$ cat src/rtl/arb_pkg.sv
// Shared definitions for the unified-memory arbiter: FSM state encoding
// and the port identifiers used for owner/grant values.
package arb_pkg;

    typedef enum logic [1:0] {
        IDLE  = 2'd0,
        ISSUE = 2'd1,
        WAIT  = 2'd2,
        DONE  = 2'd3
    } arb_state_t;

    localparam logic OWNER_C = 1'b0;
    localparam logic OWNER_D = 1'b1;

endpackage

$ cat src/rtl/rr_pick.sv
// Combinational two-way picker: grants the single requester, or on a tie
// either port C (fixed priority) or the port that did not win last time.
module rr_pick
    import arb_pkg::*;
(
    input  logic req_c,
    input  logic req_d,
    input  logic last,
    input  logic fixed,
    output logic grant_valid,
    output logic grant_id
);

    always_comb begin
        grant_valid = req_c | req_d;
        if (req_c && req_d) begin
            grant_id = fixed ? OWNER_C : ~last;
        end else if (req_d) begin
            grant_id = OWNER_D;
        end else begin
            grant_id = OWNER_C;
        end
    end

endmodule

$ cat src/rtl/mem_arbiter.sv
// Shares the single instruction/data memory between the processor (port C)
// and a second master (port D), sequencing each grant through ISSUE/WAIT/DONE.
module mem_arbiter
    import arb_pkg::*;
#(
    parameter int AW       = 32,
    parameter int DW       = 32,
    parameter int MEM_LAT  = 1,
    parameter bit CPU_PRIO = 1'b0
) (
    input  logic          clk,
    input  logic          reset,
    input  logic          c_req,
    input  logic          c_we,
    input  logic [AW-1:0] c_adr,
    input  logic [DW-1:0] c_wdata,
    output logic          c_ready,
    output logic [DW-1:0] c_rdata,
    output logic          c_stall,
    input  logic          d_req,
    input  logic          d_we,
    input  logic [AW-1:0] d_adr,
    input  logic [DW-1:0] d_wdata,
    output logic          d_ready,
    output logic [DW-1:0] d_rdata,
    output logic          m_en,
    output logic          m_we,
    output logic [AW-1:0] m_adr,
    output logic [DW-1:0] m_wdata,
    input  logic [DW-1:0] m_rdata,
    output logic          busy,
    output logic          owner
);

    localparam logic [2:0] CNT_INIT = 3'(MEM_LAT - 1);

    arb_state_t    state;
    logic [2:0]    cnt;
    logic          we_q;
    logic          grant_valid;
    logic          grant_id;
    logic          sel_we;
    logic [AW-1:0] sel_adr;
    logic [DW-1:0] sel_wdata;

    rr_pick u_pick (
        .req_c       (c_req),
        .req_d       (d_req),
        .last        (owner),
        .fixed       (CPU_PRIO),
        .grant_valid (grant_valid),
        .grant_id    (grant_id)
    );

    assign sel_we    = (grant_id == OWNER_D) ? d_we    : c_we;
    assign sel_adr   = (grant_id == OWNER_D) ? d_adr   : c_adr;
    assign sel_wdata = (grant_id == OWNER_D) ? d_wdata : c_wdata;

    assign busy    = (state != IDLE);
    assign c_stall = c_req & ~c_ready;

    // The counter runs down from MEM_LAT-1 starting in ISSUE, so the read data
    // is sampled on the MEM_LAT-th edge after the grant and ready follows it.
    always_ff @(posedge clk or negedge reset) begin
        if (!reset) begin
            state   <= IDLE;
            owner   <= OWNER_D;
            cnt     <= '0;
            we_q    <= 1'b0;
            m_adr   <= '0;
            m_wdata <= '0;
            m_en    <= 1'b0;
            m_we    <= 1'b0;
            c_ready <= 1'b0;
            d_ready <= 1'b0;
            c_rdata <= '0;
            d_rdata <= '0;
        end else begin
            m_en    <= 1'b0;
            m_we    <= 1'b0;
            c_ready <= 1'b0;
            d_ready <= 1'b0;
            case (state)
                IDLE: begin
                    if (grant_valid) begin
                        state   <= ISSUE;
                        owner   <= grant_id;
                        cnt     <= CNT_INIT;
                        we_q    <= sel_we;
                        m_adr   <= sel_adr;
                        m_wdata <= sel_wdata;
                        m_en    <= 1'b1;
                        m_we    <= sel_we;
                    end
                end
                ISSUE, WAIT: begin
                    if (cnt == 3'd0) begin
                        state <= DONE;
                        if (!we_q) begin
                            if (owner == OWNER_D) begin
                                d_rdata <= m_rdata;
                            end else begin
                                c_rdata <= m_rdata;
                            end
                        end
                        if (owner == OWNER_D) begin
                            d_ready <= 1'b1;
                        end else begin
                            c_ready <= 1'b1;
                        end
                    end else begin
                        state <= WAIT;
                        cnt   <= cnt - 3'd1;
                    end
                end
                DONE: begin
                    state <= IDLE;
                end
                default: begin
                    state <= IDLE;
                end
            endcase
        end
    end

endmodule

$ cat config.mk
export PLATFORM = sky130hd
export DESIGN_NAME = mem_arbiter
export DESIGN_NICKNAME = d
export VERILOG_FILES = /design/src/rtl/arb_pkg.sv /design/src/rtl/rr_pick.sv /design/src/rtl/mem_arbiter.sv
export SDC_FILE = /design/constraint.sdc
export NUM_CORES = 1
export LEC_CHECK = 0
export BUFFER_PORTS_ARGS = -buffer_cell sky130_fd_sc_hd__buf_2
export CAP_MARGIN = 20
export CELL_PAD_IN_SITES_DETAIL_PLACEMENT = 0
export CELL_PAD_IN_SITES_GLOBAL_PLACEMENT = 2
export CORE_ASPECT_RATIO = 0.9
export CORE_MARGIN = 3
export CORE_UTILIZATION = 24
export CTS_CLUSTER_SIZE = 16
export DETAILED_ROUTE_END_ITERATION = 7
export PLACE_DENSITY = 0.88
export SYNTH_ARGS = -nofsm -noshare
export SYNTH_HDL_FRONTEND = slang
export SYNTH_SLANG_ARGS = --single-unit
$ cat constraint.sdc
create_clock -name clk -period 1.8 [get_ports clk]
set_input_delay 0.27 -clock clk [delete_from_list [all_inputs] [get_ports clk]]
set_output_delay 0.27 -clock clk [all_outputs]
set_load 0.01 [all_outputs]
Word-level counts from Yosys, hierarchy flattened
Index checks and enable logic that the tools add are counted.
{"block": "totals", "regBits": 139}
{"block": "op_classes", "n_eq_ne": 5, "bitwise": 5, "mux": 21, "add_sub_neg": 1, "n_reduce_logical": 10}
{"op": "$mux 32", "count": 2}
{"op": "$mux 1", "count": 14}
{"op": "$reduce_and 4->1", "count": 2}
{"op": "$mux 3", "count": 2}
{"op": "$pmux 2 s3", "count": 1}
{"op": "$pmux 3 s2", "count": 1}
{"op": "$eq 2x2->1 const B", "count": 2}
{"op": "$ne 2x2->1 const B", "count": 2}
{"op": "$reduce_bool 2->1", "count": 2}
{"op": "$logic_not 3->1", "count": 1}
{"op": "$not 1->1", "count": 3}
{"op": "$reduce_and 3->1", "count": 1}
{"op": "$sub 3x1->3 const B", "count": 1}
{"op": "$eq 2x1->1 const B", "count": 1}
{"op": "$logic_not 2->1", "count": 1}
{"op": "$mux 2", "count": 1}
{"op": "$reduce_and 2->1", "count": 1}
{"op": "$reduce_or 2->1", "count": 1}
{"op": "$and 1x1->1", "count": 1}
{"op": "$logic_and 1x1->1", "count": 1}
{"op": "$or 1x1->1", "count": 1}

Logic depth before layout (Yosys ltp)
Gate-level depths: netlist of the first run.
{"block": "logic_depth", "ltp_word": 5, "mapped_depth": 8, "depth_no_buf": 6}

Modules after synthesis
Synthesis of the first run repeated with hierarchy kept, for this count alone.
{"block": "unflattened", "hier_cells": 477, "area_unflattened_um2": 5926.9}
{"mod": "mem_arbiter", "area_per_inst_um2": 5909.4, "n_inst": 1, "cells_each": 474}
{"mod": "rr_pick", "area_per_inst_um2": 17.5, "n_inst": 1, "cells_each": 3}

Worst setup path before layout of the first run
No wires, ideal clock.
{"block": "synth_timing", "path_kind": "reg2reg", "start": "reg cnt[0]", "end": "reg d_rdata[0]", "path_stages_with_launch": 9, "setup_ps": 125, "arrival_time_ps": 1597, "path_slack_ps": 78, "period_less_slack_ps": 1722, "path_cell_list": "dfrtp_1 > inv_1 > ha_1 > ha_1 > and3_1 > nand2b_1 > buf_2 > buf_6 > mux2_4"}
{"block": "synth_between", "elab_chain_cells": 2}
{"element": "start: declaration", "line_no": "mem_arbiter.sv:38", "text": "logic [2:0] cnt;"}
{"element": "start signal: assignment", "line_no": "mem_arbiter.sv:113", "text": "cnt <= cnt - 3'd1;"}
{"element": "$logic_not 3->1", "line_no": "mem_arbiter.sv:97", "text": "if (cnt == 3'd0) begin"}
{"element": "$reduce_and 4->1 (no source line)"}
{"element": "end signal: assignment", "line_no": "mem_arbiter.sv:101", "text": "d_rdata <= m_rdata;"}
{"element": "end: declaration", "line_no": "mem_arbiter.sv:25", "text": "output logic [DW-1:0] d_rdata,"}
Every way passes these cells.
A chain may end at the register's enable or synchronous reset.

Worst setup path in the final report of the first run
{"block": "layout_timing", "start": "reg cnt[0]", "end": "reg c_rdata[25]"}
{"block": "layout_between", "elab_chain_cells": 2}
{"element": "$logic_not 3->1", "line_no": "mem_arbiter.sv:97"}
{"element": "$reduce_and 4->1 (no source line)"}
{"element": "end signal: assignment", "line_no": "mem_arbiter.sv:103", "text": "c_rdata <= m_rdata;"}
{"element": "end: declaration", "line_no": "mem_arbiter.sv:18", "text": "output logic [DW-1:0] c_rdata,"}
Every way passes these cells.

==> impl_metrics.yaml, run 1 <==
min_path:
  hold_path_depth: 3
  hp-start: "c_wdata[10]"
  hold_class: "input port to register"
  holdPathEnd: "m_wdata[10]"
yosys:
  ys_ff_latch: 139
  ys_seq_area_frac: 0.592
  syn_area_sq_mm: 0.00588
  synth_cell_types: 28
  synthAdderAreaFrac: 0.00639
  synth_compound_area_frac: 0.124
  synth.area.mux_share: 0.145
  synth_top_family_by_area: "multiplexers"
  netlist_instances: 532
  synth-xor-area-share: 0
  yosysWarnings: 0
  synthSimpleGateAreaFrac: 0.0947
  synth_area_per_cell_sq_um: 11.0
  syn-num-nets: 701
clock_network:
  clk_path_buf_depth: 2
  clock_latency_ns: 0.41
  cts_tree: "built"
  cts_sinks: 139
  htree_levels: 4
  clk_pin_slew_ns: 0.07
  root_buffer: "clkbuf_16"
  cts_buffers: 17
setup_path:
  slowest_stage: "dfrtp_1"
  r2r_end: "c_rdata[25]"
  worst_setup_path_start_kind: "register"
  worstPathMaxFanout: 8
  rrSetupSlack_ns: -0.04
  cp.required_ns: 2.10
  crit_chain: "inv_1 > ha_2 > ha_4 > nand2_4 > nor3_4 > buf_12 > clkbuf_16 > mux2_4"
  critPathCaptureType: "register"
  reg2reg_from: "cnt[0]"
  max_stage_delay_ns: 0.38
  rr_worst_depth: 8
  critPathKind: "register to register"
  worstPathArrival_ns: 2.13
layout:
  antenna_cells: 0
  seq_area_sq_mm: 0.00348
  area_growth_pct: 50.0
  final_nets: 1015
  drive_gt1_frac: 0.509
  finish.utilization: 0.371
  final_cell_mix: "buf_2 (299), dfrtp_1 (138), a21oi_1 (130)"
  fin_area_sq_mm: 0.00881
  layout_commonest_cell: "buf_2"
  multiInputGateArea_sq_mm: 0.00236
  fillers: 2372
sta:
  rsz0062_at_grt: "yes"
  tightestPinTransition_ns: 0.609
  min_period_over_period: 1.02
  period_minus_slack_ns: 1.84
  maxSlewHeadroom: 0.592
  setup_slack_ns: -0.0381
  finClkSkew_ns: 0.00953
  fmax_mhz: 544
  final-max-slew-violation-count: 0
  hold_violations: 0
  setup_viol: 33
power_and_ir_drop:
  power_density_mw_per_mm2: 1910
  ir_drop_v: 0.000592
  leakage_uw: 0.00444
global_routing:
  grt_pass1_vias: 5176
  grtUsageTotal: 0.142
  grt-ovfl-total: 0
  grt_max_degree: 54
  grt_pass1_wl_um: 29300
  antenna_found_initial: 0
routing:
  routed_via_density: 4.47
  drt_iter0_markers: 220
  wl_um: 20000
  postRouteAntennaNets: 0
  vias: 5188
  drcViolationCount: 0
  drt-pass1-iter-count: 4
  wire_per_inst_um: 17.2
place:
  hpwl_um: 13900
  place.gp.congestion: 0.758
  dpl-instance-area_sq_mm: 0.00787
  port_buffers: 300
job:
  maxCapViolations: 0
status:
  violations: "negative setup slack"
  status: "complete, but fails checks"
die:
  ioPinCount: 301
  dieWidth_um: 171
  rows: 53
  dieArea_sq_mm: 0.0264
  core_area_sq_mm: 0.0237
  initial_utilization: 0.248
  die_h_um: 154
-- report_power, final --
part	switching (uW)	leakage (uW)	internal [uW]
combinational	3660	0.00254	3810
sequential	886	0.00160	4710
clock	1520	0.000303	2260
total	6060	0.00444	10800
-- state kept, by name (all words and copies together) (netlist names) --
register  cells
state         2
c_ready       1
m_en          1
c_rdata      32
owner         1
d_rdata      32
we_q          1
m_we          1
m_adr        32
m_wdata      32
cnt           3
d_ready       1
-- worst max-delay path by stage --
stage	start	endpoint	slack, ns	depth (start not counted)
finish	cnt[0]	c_rdata[25]	-0.04	8
global route	cnt[1]	c_rdata[25]	-0.11	8
CTS	cnt[1]	d_rdata[1]	0.008	7
detailed placement	cnt[0]	d_rdata[16]	-0.005	7
global placement	cnt[0]	d_rdata[15]	0.04	7
floorplan	cnt[0]	d_rdata[0]	0.08	8
-- synthesized netlist by cell type --
| cell | number | area (sq um) |
|---|---|---|
| dfstp_2 | 1 | 26.3 |
| a21boi_0 | 1 | 7.51 |
| a21bo_2 | 1 | 10.0 |
| buf_4 | 3 | 22.5 |
| dfrtp_1 | 138 | 3450 |
| mux2_1 | 2 | 22.5 |
| nand2_1 | 66 | 248 |
| mux2i_1 | 1 | 10.0 |
| inv_1 | 7 | 26.3 |
| a22oi_1 | 1 | 7.51 |
| nor3b_2 | 1 | 12.5 |
| o31ai_1 | 4 | 30.0 |
| buf_6 | 3 | 33.8 |
| nor2b_1 | 1 | 6.26 |
| o311ai_0 | 1 | 8.76 |
| clkbuf_1 | 7 | 26.3 |
| mux2_2 | 33 | 372 |
| ha_1 | 3 | 37.5 |
| a21oi_1 | 130 | 651 |
| and3_1 | 1 | 6.26 |
| and2_1 | 1 | 6.26 |
| nor3_2 | 1 | 10.0 |
| a31oi_1 | 1 | 6.26 |
| o21ai_0 | 2 | 10.0 |
| mux2_4 | 30 | 450 |
| nor2_1 | 68 | 255 |
| nand2b_1 | 2 | 12.5 |
| buf_2 | 22 | 110 |
-- per-layer routing --
layer / vias up / GRT usage / wire length (um)
li1: 2436 / - / -
met1: 2484 / 0.183 / 8540
met2: 251 / 0.227 / 9260
met3: 17 / 0.0524 / 1920
met4: 0 / 0.0330 / 240
met5: - / 0 / 0
-- metrics by stage --
stage	TNS (ns)	cells	hold slack (ns)	worst slack, ns	power, uW
2_1_floorplan	0	532	-0.0256	0.0779	9480
3_3_place_gp	0	1120	0.140	0.0438	12300
3_5_place_dp	-0.00507	1120	0.136	-0.00507	12400
4_1_cts	0	1155	0.0555	0.00798	16400
5_1_grt	-4.62	1161	0.0676	-0.112	18000
6_report	-0.606	1161	0.0809	-0.0381	16800
-- cells by family (layout without fill, tap and decap cells) --
family | after synthesis | in the layout
AO/OA/AOI/OAI | 141 | 141
adder cells (fa/ha/maj) | 3 | 3
buffers and inverters | 42 | 369
flip-flops | 139 | 139
multiplexers | 66 | 66
AND/OR/NAND/NOR | 141 | 141
-- cell type report --
class | instances | area share
Timing Repair Buffer | 330 | 0.221
Clock buffer | 18 | 0.0498
Tap cell | 302 | 0.0429
Multi-Input combinational cell | 351 | 0.268
Clock inverter | 14 | 0.0209
Sequential cell | 139 | 0.395
Inverter | 7 | 0.00298
-- worst max-delay path, delay by kind of cell (launching register included) --
kind          cells  cell delay, ns
buf+inv           3            0.40
flops             1            0.38
fa+ha+maj         2            0.36
mux               1            0.31
simple gates      2            0.27
-- timing repair --
item / 4_1_cts / 5_1_grt
endpoints found under the setup margin: 3 / 64
resized for setup: 2 / 40
pin swaps: 0 / 2
hold endpoints to repair: 59 / 0
setup buffers: 1 / 2
hold buffers: 1 / 0
cloned: 1 / 4
Power figures use the tool's default switching activity.
==> run 2, diff against run 1 <==
Settings changed: CORE_MARGIN 3 to unset, SETUP_SLACK_MARGIN set to 0.3.
==> impl_metrics.yaml, run 2 (same netlist as run 1, synthesis figures left out) <==
status:
  status: "finished, final reports clean"
setup_path:
  path_delay_family: "flip-flops"
  critPathKind: "register to register"
  reg2reg_from: "cnt[0]"
  cp.required_ns: 2.10
  crit_buf_inv: 3
  worst_setup_path_start_kind: "register"
  rrSetupSlack_ns: 0.04
  critPathCaptureType: "register"
  worstPathMaxFanout: 6
  slowest_stage: "dfrtp_1"
  path_common_cell: "ha_4"
  worstPathArrival_ns: 2.05
  rr_worst_depth: 8
  max_stage_delay_ns: 0.40
  crit_chain: "inv_2 > ha_4 > ha_4 > and3_4 > nand2b_4 > buf_12 > buf_16 > mux2_4"
  r2r_end: "d_rdata[13]"
sta:
  period_minus_slack_ns: 1.76
  min_period_over_period: 0.976
  hold_violations: 0
  finClkSkew_ns: 0.00895
  tightestPinTransition_ns: 0.362
  maxSlewHeadroom: 0.759
  fin_tns_setup_ns: 0
  fmax_mhz: 569
  setup_viol: 0
  rsz0062_at_grt: "yes"
  setup_slack_ns: 0.0430
  final-max-slew-violation-count: 0
layout:
  layout_commonest_cell: "buf_2"
  fin_area_sq_mm: 0.0100
  final_cell_mix: "buf_2 (297), dfrtp_1 (138), nor2_1 (68)"
  area_growth_pct: 70.3
  final_nets: 1047
  fillers: 2272
  drive_gt1_frac: 0.635
min_path:
  hp-start: "c_wdata[9]"
  hold_path_depth: 3
  hold_class: "input port to register"
  holdPathEnd: "m_wdata[9]"
die:
  initial_utilization: 0.248
  rows: 53
  core_area_sq_mm: 0.0237
  dieArea_sq_mm: 0.0251
  die_h_um: 150
  dieWidth_um: 167
  ioPinCount: 301
place:
  place.gp.congestion: 0.733
  hpwl_um: 13000
  dp_slack_ns: 0.0228
  port_buffers: 300
  dpl-instance-area_sq_mm: 0.00787
power_and_ir_drop:
  power_density_mw_per_mm2: 1840
  leakage_uw: 0.00478
  ir_drop_v: 0.000691
  p_sw_frac: 0.371
  p_int_uw: 11600
  power.net_switching_uw: 6850
  p_comb_frac: 0.499
  power_frac_clock: 0.197
  sequentialPowerShare: 0.305
global_routing:
  grt_max_degree: 56
  grt-ovfl-total: 0
  grt_pass1_vias: 5413
  grtUsageTotal: 0.158
  antenna_found_initial: 1
  grt_pass1_wl_um: 30500
job:
  maxCapViolations: 0
clock_network:
  cts_sinks: 139
  htree_levels: 4
  cts_tree: "built"
  root_buffer: "clkbuf_16"
  clk_path_buf_depth: 2
  cts_buffers: 17
  clk_pin_slew_ns: 0.07
  clock_latency_ns: 0.41
routing:
  routed_via_density: 4.51
  wl_um: 22100
  drt_iter0_markers: 240
  drt-pass1-iter-count: 4
  postRouteAntennaNets: 0
  vias: 5384
  wire_per_inst_um: 18.5
  drcViolationCount: 0
==> run 2: changes by cell type in the layout (fill, tap and decap cells not counted), moves of 5 or more <==
cell	previous run	this run
buf_16	1	6
buf_12	11	20
inv_1	6	1
a21oi_4	0	31
a21oi_1	130	44
a21oi_2	0	55
buf_6	2	17
==> run 2: final cells by class <==
cell class	instances	area (sq um)	share of cell area
timing repair buffer	362	2530	0.253
multi-input combinational	351	2990	0.298
sequential	139	3480	0.348
clock inverter	15	178	0.0177
antenna	1	2.50	0.000250
clock buffer	17	425	0.0425
tap	302	378	0.0377
inverter	7	28.8	0.00287
==> run 2: per-layer routing <==
| metal | GRT usage | part of all wire | wire, um |
|---|---|---|---|
| met1 | 0.199 | 0.43 | 9570 |
| met2 | 0.259 | 0.49 | 10800 |
| met3 | 0.0521 | 0.065 | 1430 |
| met4 | 0.0472 | 0.012 | 273 |
| met5 | 0 | 0 | 0 |
==> run 2: worst max path at each step <==
stage | slack, ns | end | start | cells after the start
floorplan | 0.14 | c_rdata[0] | cnt[0] | 7
global placement | 0.1 | c_rdata[26] | cnt[0] | 7
detailed placement | 0.02 | c_rdata[11] | cnt[0] | 7
CTS | 0.02 | c_rdata[12] | cnt[0] | 8
global route | -0.02 | d_rdata[13] | cnt[0] | 8
finish | 0.04 | d_rdata[13] | cnt[0] | 8
==> run 2: stage by stage <==
stage	utilization	std cells	hold WS, ns	total power, uW
floorplan	-	532	-0.0256	9650
finish	0.423	1194	0.0831	18400
CTS	0.376	1168	0.0506	17100
detailed placement	0.332	1115	0.196	12400
global route	0.423	1194	0.0665	19600
global placement	0.332	1115	0.193	12300
==> run 2: what timing repair did <==
| item | CTS | global route |
|---|---|---|
| gates cloned | 6 | 11 |
| setup buffers | 14 | 14 |
| setup endpoints to repair | 128 | 134 |
| endpoints found under the hold margin | 33 | 0 |
| hold buffers | 1 | 0 |
| pin swaps | 4 | 108 |
| gates resized for setup | 41 | 170 |
==> run 2: worst reg2reg max path, delay by kind of cell, from the launching register on <==
family / cells / cell delay [ns]
buffers and inverters: 3 / 0.37
adder cells (fa/ha/maj): 2 / 0.28
AND/OR/NAND/NOR: 2 / 0.31
flip-flops: 1 / 0.40
multiplexers: 1 / 0.29
==> run 2: power by group through the flow <==
stage                     Clock, uW  Sequential [uW]  Combinational, uW
after floorplan                   0             6250               3390
after detailed placement          0             5620               6810
after CTS                      3740             5590               7790
after global placement            0             5600               6700
after global routing           3870             5810               9900
final                          3630             5620               9200
==> run 3, diff against run 2 <==
--- a/config.mk
+++ b/config.mk
@@ -17,2 +17,3 @@
 export SETUP_SLACK_MARGIN = 0.3
+export SKIP_CTS_REPAIR_TIMING = 1
 export SYNTH_ARGS = -nofsm -noshare
==> constraint.sdc (replaced) <==
create_clock -name clk -period 1.8 [get_ports clk]
set_input_delay 0.36 -clock clk [delete_from_list [all_inputs] [get_ports clk]]
set_output_delay 0.36 -clock clk [all_outputs]
set_load 0.01 [all_outputs]
==> impl_metrics.yaml, run 3 (same netlist as run 1, synthesis figures left out) <==
status:
  status: "finished, final reports clean"
setup_path:
  worstPathMaxFanout: 8
  worstPathArrival_ns: 2.06
  reg2reg_from: "cnt[1]"
  crit_chain: "inv_2 > ha_4 > ha_4 > nand2_4 > nor3_4 > buf_6 > clkbuf_16 > mux2_2"
  crit_buf_inv: 3
  path_delay_family: "flip-flops"
  path_common_cell: "ha_4"
  cp.required_ns: 2.10
  critPathKind: "register to register"
  slowest_stage: "dfrtp_1"
  critPathCaptureType: "register"
  crit_start: "cnt[1]"
  max_stage_delay_ns: 0.39
  worst_setup_path_start_kind: "register"
global_routing:
  grtUsageMet2: 0.240
  use_met3: 0.0576
  grt_pass1_vias: 5241
  top_usage_layer: "met2"
  grt_max_degree: 39
  use_met1: 0.190
  antenna_found_initial: 0
  grt_pass1_wl_um: 29100
  grtUsageTotal: 0.150
  grt-ovfl-total: 0
clock_network:
  cts_buffers: 17
  clk_pin_slew_ns: 0.07
  clk_path_buf_depth: 2
  root_buffer: "clkbuf_16"
  cts_tree: "built"
  htree_levels: 4
  clock_latency_ns: 0.42
  cts_sinks: 139
routing:
  vias: 5343
  drt_iter0_markers: 250
  postRouteAntennaNets: 0
  drt-pass1-iter-count: 4
  drcViolationCount: 0
  wl_um: 21800
  routed_via_density: 4.55
  wire_per_inst_um: 18.6
die:
  dieArea_sq_mm: 0.0251
  core_area_sq_mm: 0.0237
  die_h_um: 150
  ioPinCount: 301
  initial_utilization: 0.248
  dieWidth_um: 167
  rows: 53
min_path:
  hp-start: "c_wdata[22]"
  hold_class: "input port to register"
layout:
  finish.utilization: 0.411
  seq_area_sq_mm: 0.00348
  area_growth_pct: 65.5
  final_nets: 1029
  multiInputGateArea_sq_mm: 0.00299
  layout_commonest_cell: "buf_2"
  fillers: 2300
  drive_gt1_frac: 0.667
  antenna_cells: 0
  final_cell_mix: "buf_2 (297), dfrtp_1 (138), a21oi_2 (74)"
place:
  port_buffers: 300
  hpwl_um: 13200
  place.gp.congestion: 0.742
sta:
  period_minus_slack_ns: 1.76
  setup_viol: 0
  fmax_mhz: 568
  tightestPinTransition_ns: 0.390
  hold_violations: 0
  min_period_over_period: 0.977
  finClkSkew_ns: 0.0113
  maxSlewHeadroom: 0.740
  rsz0062_at_grt: "yes"
  final-max-slew-violation-count: 0
power_and_ir_drop:
  p_sw_frac: 0.386
  p_comb_frac: 0.489
  power_uw: 18400
  ir_drop_v: 0.000619
  power.net_switching_uw: 7100
  power_frac_clock: 0.192
  leakage_uw: 0.00460
  power_density_mw_per_mm2: 1890
  sequentialPowerShare: 0.319
  p_int_uw: 11300
job:
  maxCapViolations: 0
-- run 3: cell count changes in the layout (fill, tap and decap cells not counted), sizes merged --
cell,before,now
clkinvlp,2,4
buf,354,333
diode,1,0
inv,15,14
bufinv,2,1
clkbuf,24,27
-- run 3: worst register-to-register path, stage by stage, from the launching register on --
cell	delay, ns
dfrtp_1	0.39
inv_2	0.07
ha_4	0.14
ha_4	0.15
nand2_4	0.06
nor3_4	0.19
buf_6	0.15
clkbuf_16	0.16
mux2_2	0.33
-- run 3: through the flow --
step / worst slack, ns / TNS [ns] / cell area [sq um] / hold slack, ns / instances
finish: 0.0407 / 0 / 9730 / 0.169 / 1175
global route: -0.0386 / -0.571 / 9730 / 0.144 / 1175
CTS: 0.0140 / 0 / 8520 / -0.163 / 1147
detailed placement: 0.0417 / 0 / 7930 / 0.298 / 1115
global placement: 0.0896 / 0 / 7930 / 0.299 / 1115
floorplan: 0.137 / 0 / 5950 / 0.0644 / 532
-- run 3: metal layers --
| metal | part of all wire | routed length, um |
|---|---|---|
| met1 | 0.44 | 9680 |
| met2 | 0.48 | 10400 |
| met3 | 0.073 | 1590 |
| met4 | 0.0074 | 161 |
| met5 | 0 | 0 |
-- run 3: layout make-up --
cell class | instances | share of cell area
inverters | 7 | 0.00347
flip-flops and latches | 139 | 0.358
well taps | 302 | 0.0388
clock buffers | 18 | 0.0451
multi-input cells | 351 | 0.307
repair buffers | 343 | 0.231
clock inverters | 14 | 0.0156
repair inverters | 1 | 0.00116
-- run 3: final timing paths --
kind / endpoint / slack, ns / cells past startpoint
min: m_wdata[22] / 0.17 / 3
max reg2reg: c_rdata[29] / 0.04 / 8
min in group asynchronous: d_rdata[25] / 0.43 / 2
max: c_rdata[29] / 0.04 / 8
max in group asynchronous: owner / 0.78 / 3
min reg2reg: c_rdata[4] / 0.50 / 1
-- run 3: power groups by stage --
stage          clock (uW)  combinational [uW]  sequential, uW
2_1_floorplan           0                3390            6250
3_3_place_gp            0                6760            5600
3_5_place_dp            0                6870            5620
4_1_cts              3670                6870            5600
5_1_grt              3810                9680            6050
6_report             3530                8990            5850
